File: src/rtl/fsm_step_pkg.sv
// Purpose: shared constants and the state encoding for the step controller.
// Latency: n/a (declarations only).
// Backpressure: n/a.
package fsm_step_pkg;

  // Width of every internal cycle counter (debounce, arm-settle, tick).
  localparam int CNT_W = 32;

  // Encoding is visible on the mode output, so values are fixed.
  typedef enum logic [1:0] {
    ST_PAUSE = 2'b00,
    ST_RUN   = 2'b01,
    ST_HOLD  = 2'b10
  } state_t;

endpackage

File: src/rtl/fsm_step_controller_debouncer.sv
// Purpose: 2-flop synchroniser followed by a consecutive-sample debouncer.
// Latency: 2 cycles to synchronise, then DEBOUNCE_CYCLES stable samples to accept a level.
// Backpressure: none; free-running level filter.
//
// Ports: clk (board clock), reset (sync, active-low), din (raw async level),
//        dout (debounced level, registered, 0 after reset).
module debouncer
  import fsm_step_pkg::*;
#(
  parameter int DEBOUNCE_CYCLES = 1000000
) (
  input  logic clk,
  input  logic reset,
  input  logic din,
  output logic dout
);

  localparam logic [CNT_W-1:0] LAST = CNT_W'(DEBOUNCE_CYCLES - 1);

  logic             sync1;
  logic             sync2;
  logic [CNT_W-1:0] cnt;

  always_ff @(posedge clk) begin
    if (!reset) begin
      sync1 <= 1'b0;
      sync2 <= 1'b0;
      cnt   <= '0;
      dout  <= 1'b0;
    end else begin
      sync1 <= din;
      sync2 <= sync1;
      // The counter only runs while the synchronised level disagrees with
      // the accepted one; any agreeing sample restarts the qualification.
      if (sync2 != dout) begin
        if (cnt == LAST) begin
          dout <= sync2;
          cnt  <= '0;
        end else begin
          cnt <= cnt + 1'b1;
        end
      end else begin
        cnt <= '0;
      end
    end
  end

endmodule

File: src/rtl/fsm_step_controller.sv
// Purpose: turns debounced button/run-switch inputs into single-cycle step_en pulses.
// Latency: button/run edge to output DEBOUNCE_CYCLES+3 cycles; auto-run step P cycles after RUN entry.
// Backpressure: none; step_en is a fire-and-forget clock enable.
//
// Ports: clk, reset (sync, active-low); btn_step, sw_run, sw_in (raw async inputs);
//        rate_sel (quasi-static, P = TICK_BASE >> rate_sel);
//        step_en (1-cycle pulse), in_sampled (sw_in captured at the step),
//        mode (current state), step_count (steps issued, mod 256).
module fsm_step_controller
  import fsm_step_pkg::*;
#(
  parameter int DEBOUNCE_CYCLES = 1000000,
  parameter int TICK_BASE       = 25000000
) (
  input  logic       clk,
  input  logic       reset,
  input  logic       btn_step,
  input  logic       sw_run,
  input  logic       sw_in,
  input  logic [1:0] rate_sel,
  output logic       step_en,
  output logic       in_sampled,
  output logic [1:0] mode,
  output logic [7:0] step_count
);

  localparam logic [CNT_W-1:0] TICK_BASE_L = CNT_W'(TICK_BASE);
  // A button held through reset reaches btn_db=1 after at most
  // DEBOUNCE_CYCLES+2 cycles; seeing it low for longer proves a real release.
  localparam logic [CNT_W-1:0] ARM_LAST    = CNT_W'(DEBOUNCE_CYCLES + 2);

  logic             btn_db;
  logic             run_db;
  logic             in_sync1;
  logic             in_sync2;
  logic             btn_prev;
  logic             armed;
  logic [CNT_W-1:0] arm_cnt;
  logic [CNT_W-1:0] tick_cnt;
  logic [CNT_W-1:0] tick_nxt;
  logic [CNT_W-1:0] period;
  state_t           state;
  state_t           state_nxt;
  logic             issue;
  logic             btn_rise;

  debouncer #(.DEBOUNCE_CYCLES(DEBOUNCE_CYCLES)) u_db_btn (
    .clk   (clk),
    .reset (reset),
    .din   (btn_step),
    .dout  (btn_db)
  );

  debouncer #(.DEBOUNCE_CYCLES(DEBOUNCE_CYCLES)) u_db_run (
    .clk   (clk),
    .reset (reset),
    .din   (sw_run),
    .dout  (run_db)
  );

  assign period   = TICK_BASE_L >> rate_sel;
  assign btn_rise = btn_db && !btn_prev && armed;

  always_comb begin
    state_nxt = state;
    tick_nxt  = tick_cnt;
    issue     = 1'b0;
    case (state)
      ST_PAUSE: begin
        if (run_db) begin
          state_nxt = ST_RUN;
          tick_nxt  = '0;
        end else if (btn_rise) begin
          issue     = 1'b1;
          state_nxt = ST_HOLD;
        end
      end
      ST_HOLD: begin
        if (run_db) begin
          state_nxt = ST_RUN;
          tick_nxt  = '0;
        end else if (!btn_db) begin
          state_nxt = ST_PAUSE;
        end
      end
      ST_RUN: begin
        if (!run_db) begin
          state_nxt = ST_PAUSE;
          tick_nxt  = '0;
        end else if (tick_cnt >= period - 1'b1) begin
          // >= rather than == so a shrinking period fires at once
          // instead of letting the counter run on and wrap.
          issue    = 1'b1;
          tick_nxt = '0;
        end else begin
          tick_nxt = tick_cnt + 1'b1;
        end
      end
      default: begin
        state_nxt = ST_PAUSE;
        tick_nxt  = '0;
      end
    endcase
  end

  always_ff @(posedge clk) begin
    if (!reset) begin
      state      <= ST_PAUSE;
      tick_cnt   <= '0;
      in_sync1   <= 1'b0;
      in_sync2   <= 1'b0;
      btn_prev   <= 1'b0;
      armed      <= 1'b0;
      arm_cnt    <= '0;
      step_en    <= 1'b0;
      in_sampled <= 1'b0;
      step_count <= '0;
    end else begin
      state    <= state_nxt;
      tick_cnt <= tick_nxt;
      in_sync1 <= sw_in;
      in_sync2 <= in_sync1;
      btn_prev <= btn_db;
      step_en  <= issue;
      if (issue) begin
        in_sampled <= in_sync2;
        step_count <= step_count + 8'd1;
      end
      if (!armed) begin
        if (btn_db) begin
          arm_cnt <= '0;
        end else if (arm_cnt == ARM_LAST) begin
          armed <= 1'b1;
        end else begin
          arm_cnt <= arm_cnt + 1'b1;
        end
      end
    end
  end

  assign mode = state;

endmodule

File: config.mk
export PLATFORM = sky130hd
export DESIGN_NAME = fsm_step_controller
export DESIGN_NICKNAME = d
export VERILOG_FILES = /design/src/rtl/fsm_step_pkg.sv /design/src/rtl/fsm_step_controller_debouncer.sv /design/src/rtl/fsm_step_controller.sv
export SDC_FILE = /design/constraint.sdc
export NUM_CORES = 1
export LEC_CHECK = 0
export CAP_MARGIN = 15
export CORE_ASPECT_RATIO = 0.5
export CORE_MARGIN = 4
export CORE_UTILIZATION = 62
export DETAILED_ROUTE_END_ITERATION = 12
export GPL_ROUTABILITY_DRIVEN = 0
export PLACE_DENSITY = 0.8
export SLEW_MARGIN = 20
export SYNTH_ARGS = -nofsm -noshare
export SYNTH_HDL_FRONTEND = slang
export SYNTH_SLANG_ARGS = --single-unit
File: constraint.sdc
create_clock -name clk -period 2.8 [get_ports clk]
set_input_delay 0.28 -clock clk [delete_from_list [all_inputs] [get_ports clk]]
set_output_delay 0.28 -clock clk [all_outputs]
set_load 0.01 [all_outputs]
### After elaboration in Yosys (flattened, before gate mapping)

Cells that the tools add are included.

| cells by class | value |
|---|---|
| add/sub/neg operators | 6 |
| $lt $le $gt $ge | 1 |
| eq/ne operators | 12 |
| shift-type cells | 1 |
| mux-type cells | 20 |
| bitwise logic cells | 4 |
| reductions and logical operators | 11 |

Operators by type and width:

| operator | count |
|---|---|
| $mux W32 | 5 |
| $add A32 B1 Y32 const B | 4 |
| $eq A32 B20 Y1 const B | 3 |
| $pmux W32 S2 | 1 |
| $ge A32 B32 Y1 | 1 |
| $shr A25 B2 Y32 const A | 1 |
| $sub A32 B1 Y32 const B | 1 |
| $mux W2 | 5 |
| $add A8 B1 Y8 const B | 1 |
| $mux W1 | 7 |
| $ne A3 B2 Y1 const B | 2 |
| $pmux W2 S3 | 1 |
| $reduce_and A2 Y1 | 3 |
| $reduce_or A3 Y1 | 2 |
| $ne A2 B1 Y1 const B | 2 |
| $not A1 Y1 | 4 |
| $reduce_and A3 Y1 | 1 |
| $eq A2 B1 Y1 const B | 1 |
| $eq A2 B2 Y1 const B | 1 |
| $logic_and A1 B1 Y1 | 2 |
| $logic_not A2 Y1 | 1 |
| $ne A1 B1 Y1 | 2 |
| $ne A2 B2 Y1 const B | 1 |
| $pmux W1 S2 | 1 |
| other kinds (2) | 2 |

| storage, ports and cells | value |
|---|---|
| register bits | 150 |
| input bits | 7 |
| output and inout bits | 12 |
| word-level logic and storage cells | 73 |

### Depth between registers and ports, before layout

Gate-level depths: netlist (run 1).

| logic depth | value |
|---|---|
| depth in word-level cells | 6 |
| mapped depth | 13 |
| depth with buffers taken out | 11 |

### By module

From an unflattened synthesis (run 1), not the netlist that was laid out.

| unflattened totals | value |
|---|---|
| cell total of the unflattened synthesis | 871 |
| area total of the unflattened synthesis | 7482.2 um^2 |

Modules (own cells, without submodules):

| module | instances | cells each | area an instance (um^2) | sequential area each (um^2) |
|---|---|---|---|---|
| fsm_step_controller | 1 | 489 | 4103.9 | 1601.5 |
| debouncer | 2 | 191 | 1689.1 | 700.7 |

### Least setup slack after synthesis (run 1)

No wires, ideal clock.

| timing path | value |
|---|---|
| path kind | input -> register |
| start point | input port rate_sel[1] |
| end point | register tick_cnt[2] |
| setup time | 0.074 ns |
| arrival time | 2.390 ns |
| required time | 2.726 ns |
| setup slack | 0.336 ns |
| cell stages on the path | 10 |
| buffers on the path | 0 |
| cell sequence | nor2_1 -> inv_1 -> ha_1 -> a2111oi_0 -> o21ai_0 -> and4_1 -> o31ai_4 -> nand3_2 -> or4b_1 -> a31oi_1 |

| on the way | value |
|---|---|
| word-level cells in the longest chain between the ends | 6 |

Ends and longest elaborated chain:

| item | RTL line | RTL |
|---|---|---|
| start, declared | fsm_step_controller.sv:20 | `input logic [1:0] rate_sel,` |
| $shr A25 B2 Y32 | fsm_step_controller.sv:61 | `assign period = TICK_BASE_L >> rate_sel;` |
| $sub A32 B1 Y32 | fsm_step_controller.sv:90 | `end else if (tick_cnt >= period - 1'b1) begin` |
| $ge A32 B32 Y1 | fsm_step_controller.sv:90 |  |
| $mux W32 | fsm_step_controller.sv:90 |  |
| $mux W32 | fsm_step_controller.sv:87 | `if (!run_db) begin` |
| $pmux W32 S2 | fsm_step_controller.sv:68 | `case (state)` |
| end signal, assigned | fsm_step_controller.sv:120 | `tick_cnt <= tick_nxt;` |
| end, declared | fsm_step_controller.sv:39 | `logic [CNT_W-1:0] tick_cnt;` |

No other way between the ends.
A chain may end at the register's enable or synchronous reset.

### Worst setup path after layout (run 1)

Same ends and word-level chain as after synthesis.

==> results.md, run 1 <==
Run status:
- The flow ran to the end, and the final reports show no timing, DRC or antenna violations.

Timing:
- Of the available clock period, the critical path in the final layout requires around 94%.
- The final count of hold timing violations was 0.
- The fmax is 0.382 GHz.
- The final critical-path required period is approximately 2600 ps.
- The headroom to the max-slew limit is approximately half.
- Setup repair after global routing left no endpoint under its margin.
- The final max-slew violation count is 0.
- The transition time at the pin with the least slew margin is roughly 730 ps.
- The worst clock skew is 9.85 ps.
- The final number of setup-violating endpoints is 0.
- The total negative slack for setup checks is 0 ps.

Yosys:
- The cell type contributing the most total cell area after synthesis is sky130_fd_sc_hd__dfxtp_1.
- The top flip-flop cell by instance count after synthesis is sky130_fd_sc_hd__dfxtp_1.
- The mapped netlist covers 7090 um^2.
- The flip-flop and latch count after synthesis is 150.
- The post-synthesis cell type count is 53.
- By area the synthesized netlist is led by sky130_fd_sc_hd__dfxtp_1 (42%), sky130_fd_sc_hd__xor2_1 (9.1%), sky130_fd_sc_hd__nor2_1 (6.8%).
- After synthesis, the largest area contributor takes up a little over two fifths of total cell area.
- Counting flops with a built-in enable in the synthesized netlist gives 0.
- Yosys printed 0 warnings.
- The share of flip-flops with an asynchronous set or reset after synthesis is 0%.
- The number of nets produced by synthesis is approximately 860.
- For this run, the register share of the synthesized area comes to ~42%.
- The number of instances in the synthesized netlist is 833.
- A synthesized cell averages about 8.5 um^2.

Final layout:
- The share of cells above drive strength 1 is roughly 8%.
- Leaving out fill and tap cells, the most frequent cell in the layout is sky130_fd_sc_hd__dfxtp_1.
- The number of inserted diodes is 0.
- The area growth from synthesis to layout is 15.9%.
- The post-route non-filler standard cell count is between 1,000 and 1,500.
- The top cell types in the final layout, fill and taps aside, are sky130_fd_sc_hd__dfxtp_1 (150), sky130_fd_sc_hd__nor2_1 (127), sky130_fd_sc_hd__nand2_1 (82), sky130_fd_sc_hd__xor2_1 (74), sky130_fd_sc_hd__nand3_1 (56).
- For this run, the post-layout net count is 900.

Critical path:
- The critical path goes through clkdlybuf4s50_1, buf_4, inv_1, nand2_1, ha_1, a21o_1, a21o_1, a2111oi_4, buf_4, nand3_2, or4b_1, a31oi_1.
- The worst setup path is of the input port to register kind.
- STA puts the critical path data required time at between 3000 and 4000 ps.
- The slowest stage of the critical path belongs to the cell sky130_fd_sc_hd__or4b_1.
- The delay contributed by the slowest stage of the critical path is between 400 and 500 ps.
- STA classifies the critical path endpoint as a register.
- The worst setup path is launched from an input port.
- The largest driver fanout on the critical path is 5.
- The data arrival time of the worst path is 2970 ps.

Clocking:
- After clock tree synthesis, the clock-pin slew on the worst setup and hold paths is around 60 ps.
- Clock tree synthesis inserted a total of 17 buffers.
- The CTS sink count is 150.
- The TritonCTS clock tree is built.
- The number of buffers added to fix hold violations after cts is 0.
- The clock latency reported for the late side of the worst-skew pair is 420 ps.
- The clock passes through at most 2 buffers.
- The buffer type at the clock tree root is sky130_fd_sc_hd__clkbuf_16.
- The maximum level of the CTS H-tree is 4.

GRT:
- The initial antenna violation count is 0.
- The largest net degree at the start of global routing is 33.
- The via count of the first global-routing pass is 5,720.
- The overall global routing resource usage is 23.2%.
- The first-pass GRT wire length is ~26 mm.
- The total grt overflow is 0.

Pwr:
- The net switching power is 0.961 mW.
- For this design the static power due to leakage is a little over 3 nW.
- IR analysis of the VDD net gives a maximum drop of 346 uV.
- The clock network is responsible for a little over 50% of the overall power.
- The internal portion of the total power is 3.69 mW.
- Overall power consumption after layout is estimated at 4.66 mW.
- The fraction of power consumed by combinational cells is ~2.1%.
- Of the total power, registers draw approximately 46%.
- The switching portion of total power is between 20 and 25%.
- The power per standard cell area is around 570 nW/um^2.

Job:
- The number of max-cap violations is 0.

Routing:
- The number of DRC violations after detailed-routing iteration 0 is between 300 and 400.
- The antenna violation net count after detailed routing is 0.
- The mean number of vias per cell is roughly 5.7.
- The first detailed-routing pass ran for 5 iterations.
- The number of remaining DRC errors is 0.
- The aggregate routed wire length is 14.9 mm.
- The average wire per cell in the routed design is about 14 um.
- The via count is a little under 6,000.

Placed design:
- The placed wire-length estimate after detailed placement is roughly 9.7 mm.
- The number of port buffers is 18.
- The count of placed standard cells including taps is 996.

Floorplanning:
- The die is roughly 160 um wide.
- During I/O placement, the number of pins put on the boundary was 19.
- The number of rows in the core area is 27.
- The total die area is 13,300 um^2.
- Once the floorplan was initialized, standard cells occupied a little under two thirds of the core.
- In this run the vertical extent of the chip is 83.6 um.
- The core area is about 11,000 um^2.

Min path:
- The min-delay analysis places its worst path in the category register to register.
critical path: cells and delay by family:
family | cells | cell delay (ps)
AOI/OAI and AO/OA | 4 | 890
buffers and inverters | 4 | 850
adders and majority gates | 1 | 300
and+or+nand+nor | 3 | 640
flip-flops by register name, indices dropped and copies added, names as in the netlist, 2 cells and up:
| signal | flops |
|---|---|
| arm_cnt | 32 |
| tick_cnt | 32 |
| u_db_btn.cnt | 32 |
| u_db_run.cnt | 32 |
| step_count | 8 |
| mode | 2 |
synthesized netlist by cell type (2+ instances only):
cell type,instances
sky130_fd_sc_hd__a211o_1,2
sky130_fd_sc_hd__a21o_1,5
sky130_fd_sc_hd__a21oi_1,17
sky130_fd_sc_hd__a31oi_1,16
sky130_fd_sc_hd__and2_1,20
sky130_fd_sc_hd__and3_1,23
sky130_fd_sc_hd__and4_1,13
sky130_fd_sc_hd__buf_2,4
sky130_fd_sc_hd__clkbuf_1,19
sky130_fd_sc_hd__conb_1,2
sky130_fd_sc_hd__dfxtp_1,150
sky130_fd_sc_hd__ha_1,23
sky130_fd_sc_hd__inv_1,24
sky130_fd_sc_hd__mux2i_1,8
sky130_fd_sc_hd__nand2_1,82
sky130_fd_sc_hd__nand2b_1,10
sky130_fd_sc_hd__nand3_1,56
sky130_fd_sc_hd__nand3b_1,2
sky130_fd_sc_hd__nand4_1,28
sky130_fd_sc_hd__nor2_1,128
sky130_fd_sc_hd__nor2b_1,6
sky130_fd_sc_hd__nor3_1,11
sky130_fd_sc_hd__nor4_1,17
sky130_fd_sc_hd__nor4b_1,4
sky130_fd_sc_hd__o2111ai_1,5
sky130_fd_sc_hd__o211ai_1,4
sky130_fd_sc_hd__o21a_1,2
sky130_fd_sc_hd__o21ai_0,24
sky130_fd_sc_hd__o31ai_1,2
sky130_fd_sc_hd__or3_1,7
sky130_fd_sc_hd__or4_1,2
sky130_fd_sc_hd__xnor2_1,23
sky130_fd_sc_hd__xor2_1,74
power groups by stage:
| stage | clock (mW) | combinational [mW] | sequential (mW) |
|---|---|---|---|
| 4_1_cts | 2.43 | 0.0957 | 2.15 |
| 2_1_floorplan | 0 | 0.0607 | 2.20 |
| 3_5_place_dp | 0 | 0.0953 | 2.20 |
| 6_report | 2.41 | 0.0973 | 2.15 |
| 5_1_grt | 2.53 | 0.110 | 2.15 |
| 3_3_place_gp | 0 | 0.0922 | 2.20 |
routing by layer:
layer  vias to the layer above  wire length [um]  share of wire (%)  track usage [%]
li1                       2964                 -                  -                -
met3                        26               471                3.2             4.34
met4                         0               233                1.6             8.35
met5                         -                 0                  0                0
met1                      2768              6820                 46             28.3
met2                        93              7330                 49             41.0
final timing paths:
kind                        from              to  slack [ps]  depth (start not counted)
setup / recovery     rate_sel[1]     tick_cnt[2]         180                         12
hold / removal    u_db_btn.sync1  u_db_btn.sync2         430                          1
setup reg to reg     tick_cnt[5]     tick_cnt[2]         270                          9
hold reg to reg   u_db_btn.sync1  u_db_btn.sync2         430                          1
layout make-up:
class | instances | area (um^2)
clock buffer | 20 | 447
timing repair buffer | 43 | 380
sequential | 150 | 3000
inverter | 24 | 90.1
multi-input combinational | 634 | 3940
clock inverter | 11 | 174
fill | 813 | 2870
tap | 145 | 181
timing repair:
item | in CTS | in global routing
resized for setup | 0 | 7
endpoints found under the hold margin | 0 | 0
setup endpoints to repair | 0 | 36
setup buffers | 0 | 0
per-stage QoR:
step	hold slack [ps]	instance area, um^2	util [%]	setup slack, ps
floorplan	407	7090	-	336
global placement	420	7540	68.1	-174
detailed placement	426	7540	68.1	-253
CTS	433	8170	73.7	160
global route	434	8220	74.1	1.07
finish	431	8220	74.1	181
cell families (layout without fill, tap and decap cells):
| kind of cell | Yosys count | in the layout | share of synthesized area (%) |
|---|---|---|---|
| other | 2 | 2 | 0.106 |
| adder cells (fa/ha/maj) | 23 | 23 | 4.06 |
| XOR/XNOR | 97 | 97 | 12.0 |
| flip-flops | 150 | 150 | 42.4 |
| multiplexers | 8 | 8 | 1.13 |
| AO/OA/AOI/OAI | 86 | 86 | 8.12 |
| AND/OR/NAND/NOR | 418 | 418 | 29.4 |
| buffers and inverters | 49 | 98 | 2.82 |
No activity file was read; power rests on OpenSTA's default activity.
==> run 2, diff against run 1 <==
--- a/config.mk
+++ b/config.mk
@@ -7,12 +7,10 @@
 export LEC_CHECK = 0
 export CAP_MARGIN = 15
 export CORE_ASPECT_RATIO = 0.5
-export CORE_MARGIN = 4
 export CORE_UTILIZATION = 62
 export DETAILED_ROUTE_END_ITERATION = 12
 export GPL_ROUTABILITY_DRIVEN = 0
 export PLACE_DENSITY = 0.8
-export SLEW_MARGIN = 20
 export SYNTH_ARGS = -nofsm -noshare
 export SYNTH_HDL_FRONTEND = slang
 export SYNTH_SLANG_ARGS = --single-unit
==> results.md, run 2 (synthesis gave the netlist of run 1 again) <==
Critical path:
- The worst reg2reg path startpoint is tick_cnt[5].
- The worst setup path is of the input port to register kind.
- The worst register-to-register path has a depth of 9.
- The largest driver fanout on the critical path is 4.
- STA classifies the critical path endpoint as a register.
- The startpoint kind of the worst setup timing path is an input port.
- The worst path required time is between 3000 and 4000 ps.
- For the worst setup path, the data arrival time is between 3000 and 4000 ps.
- In this run the critical register-to-register path is captured at tick_cnt[15].
- Setup slack on the worst reg-to-reg path comes out at 180 ps.

GRT:
- The initial antenna violation count was 0.
- Global routing used about a quarter of the available tracks.
- The global routing met2 resource utilization is between 40 and 50%.
- The first-pass GRT wire length is between 20 and 25 mm.
- The total grt overflow is 0.
- The met1 capacity usage during global routing is 31.7%.
- The layer flagged by global routing as most heavily used is met2.
- The largest net degree at the start of global routing is 33.
- Global routing used between 5 and 6% of the available met3 tracks.
- The via count of the first global-routing pass is approximately 5,500.

Clocking:
- In this run the post-CTS setup repair buffer count came out at 0.
- The clock latency reported for the late side of the worst-skew pair is around 420 ps.
- After clock tree synthesis, the clock-pin slew on the worst setup and hold paths is 60 ps.
- Counting along the longest clock path gives a buffer depth of 2.
- The TritonCTS clock tree is built.
- Buffers inserted during clock tree synthesis total 17.
- The CTS sink count is 150.
- The number of buffers added to fix hold violations after cts is 0.
- The buffer type at the clock tree root is sky130_fd_sc_hd__clkbuf_16.
- The H-tree was split into 4 levels.

Floorplanning:
- After floorplanning, the core was sized to cover 11,000 um^2.
- From bottom edge to top edge, the die measures roughly 78 um.
- The total die area is ~12,000 um^2.
- The number of placed I/O pins is 19.
- The starting density of the core is about 64%.
- The number of rows in the core area is 27.
- In this run the horizontal extent of the chip is approximately 150 um.

Pwr:
- The total power is 4.29 mW.
- The analysis attributes to cell leakage a power of 3.03 nW.
- The maximum resistive drop on vdd is about 390 uV.
- Of the total power, the share spent switching nets is roughly 22%.
- The clock share of power is 47.5%.
- Of the total power, combinational logic draws about 2.4%.
- For this design the ratio of total power to cell area is roughly 530 nW/um^2.
- The internal power contribution is 3.36 mW.
- Registers are responsible for 50.1% of the overall power.
- The net switching power is just over 0.9 mW.

Min path:
- The worst hold path begins at u_db_run.sync1.
- The kind of path behind the tightest hold check is register to register.
- The endpoint with the worst hold slack is u_db_run.sync2.
- The worst hold path cell count is 1.

Timing:
- The headroom to the max-slew limit is a little over half.
- The final count of hold timing violations was 0.
- For the final database, setup skew stands at ~9.0 ps.
- The fmax is 0.369 GHz.
- The final max-slew violation count is 0.
- The transition time at the pin with the least slew margin is 706 ps.
- The final cycle utilization of the critical path is between 90% and 100%.
- Setup violations remaining at the end of the flow were counted as 0.
- The final critical-path required period is ~2700 ps.

Routing:
- After detailed routing, the number of remaining DRC violations is 0.
- The count of nets left with antenna violations once routing finished came out at 0.
- The mean number of vias per cell is 5.72.
- The number of detailed-routing iterations run before antenna repair is 6.
- The aggregate routed wire length is roughly 15 mm.
- The via count is 5,873.
- Dividing the detail-routed wire length by the instance count gives between 10 and 15 um.
- The number of DRC violations after detailed-routing iteration 0 is about 220.

Final layout:
- The post-route non-filler standard cell count is around 1,000.
- Summing all flip-flop and latch instances after layout gives around 3000 um^2.
- The footprint of the multi-input gates is 3900 um^2.
- 0 antenna diodes ended up in the layout.
- The library cell used most frequently in the layout, excluding fill and tap cells, is sky130_fd_sc_hd__dfxtp_1.
- The share of cells above drive strength 1 is ~7.8%.
- The final layout contains 902 nets.
- After routing the design area is around 8000 um^2.
- The area growth from synthesis to layout is 14.3%.
- The layout has 832 filler cells.
- The top cell types in the final layout, fill and taps aside, are sky130_fd_sc_hd__dfxtp_1 (150), sky130_fd_sc_hd__nor2_1 (127), sky130_fd_sc_hd__nand2_1 (82), sky130_fd_sc_hd__xor2_1 (74), sky130_fd_sc_hd__nand3_1 (56).

Placed design:
- After legalization and detailed placement, the total HPWL measured between 9 and 10 mm.
- In this run the cell area measured after placement is 7550 um^2.
- The number of port buffers is 18.
- The count of placed standard cells including taps is 997.

Run status:
- The run finished with clean final reports.

Job:
- Across the run, the number of max-cap violations was 0.
-- run 2: cell types whose count changed in the layout (fill, tap and decap cells not counted), sizes merged --
cell,previous run,this run
buf,25,27
bufinv,4,0
clkinv,3,6
inv,25,24
-- run 2: worst max path at each step --
| stage | to | from | depth (start not counted) | slack (ps) |
|---|---|---|---|---|
| after floorplan | tick_cnt[2] | rate_sel[1] | 10 | 340 |
| after global placement | tick_cnt[2] | rate_sel[1] | 12 | -160 |
| after detailed placement | tick_cnt[2] | rate_sel[1] | 12 | -260 |
| after CTS | tick_cnt[18] | rate_sel[1] | 13 | 120 |
| after global routing | tick_cnt[20] | rate_sel[1] | 13 | -10 |
| final | tick_cnt[15] | rate_sel[1] | 12 | 90 |
-- run 2: critical path, stage by stage --
cell                              delay [ps]
sky130_fd_sc_hd__clkdlybuf4s50_1         450
sky130_fd_sc_hd__nor2_2                  150
sky130_fd_sc_hd__inv_1                    50
sky130_fd_sc_hd__ha_1                    310
sky130_fd_sc_hd__a2111oi_2               320
sky130_fd_sc_hd__o21ai_0                 140
sky130_fd_sc_hd__and4_1                  240
sky130_fd_sc_hd__o31ai_4                 190
sky130_fd_sc_hd__buf_4                   160
sky130_fd_sc_hd__nand4_1                 220
sky130_fd_sc_hd__or3_1                   460
sky130_fd_sc_hd__nand3_1                  90
-- run 2: timing repair --
| item | 4_1_cts | 5_1_grt |
|---|---|---|
| endpoints found under the setup margin | 0 | 21 |
| resized for setup | 0 | 4 |
| endpoints found under the hold margin | 0 | 0 |
-- run 2: cell type report --
cell class	count	share of cell area, %
clock buffer	20	5.76
inverter	24	1.11
clock inverter	9	0.695
multi-input combinational	634	48.1
sequential	150	37.1
timing repair buffer	45	5.02
tap	145	2.24
-- run 2: power groups by stage --
stage          Clock (mW)  Sequential (mW)  Combinational [mW]
4_1_cts              2.07             2.15              0.0975
2_1_floorplan           0             2.20              0.0607
3_3_place_gp            0             2.20              0.0935
5_1_grt              2.15             2.15               0.114
3_5_place_dp            0             2.20              0.0965
6_report             2.04             2.15               0.101
-- run 2: stage by stage --
step | TNS [ps] | utilization (%) | setup slack (ps) | hold slack, ps
after floorplan | 0 | - | 336 | 407
after global placement | -2830 | 68.4 | -165 | 416
after detailed placement | -6580 | 68.4 | -262 | 426
after CTS | 0 | 73.1 | 123 | 441
after global routing | -29.7 | 73.3 | -11.5 | 460
final | 0 | 73.3 | 86.5 | 449
-- run 2: per-layer routing --
layer / vias to the layer above / part of all wire [%]
li1: 2963 / -
met1: 2787 / 47
met2: 95 / 48
met3: 28 / 3.1
met4: 0 / 1.8
met5: - / 0
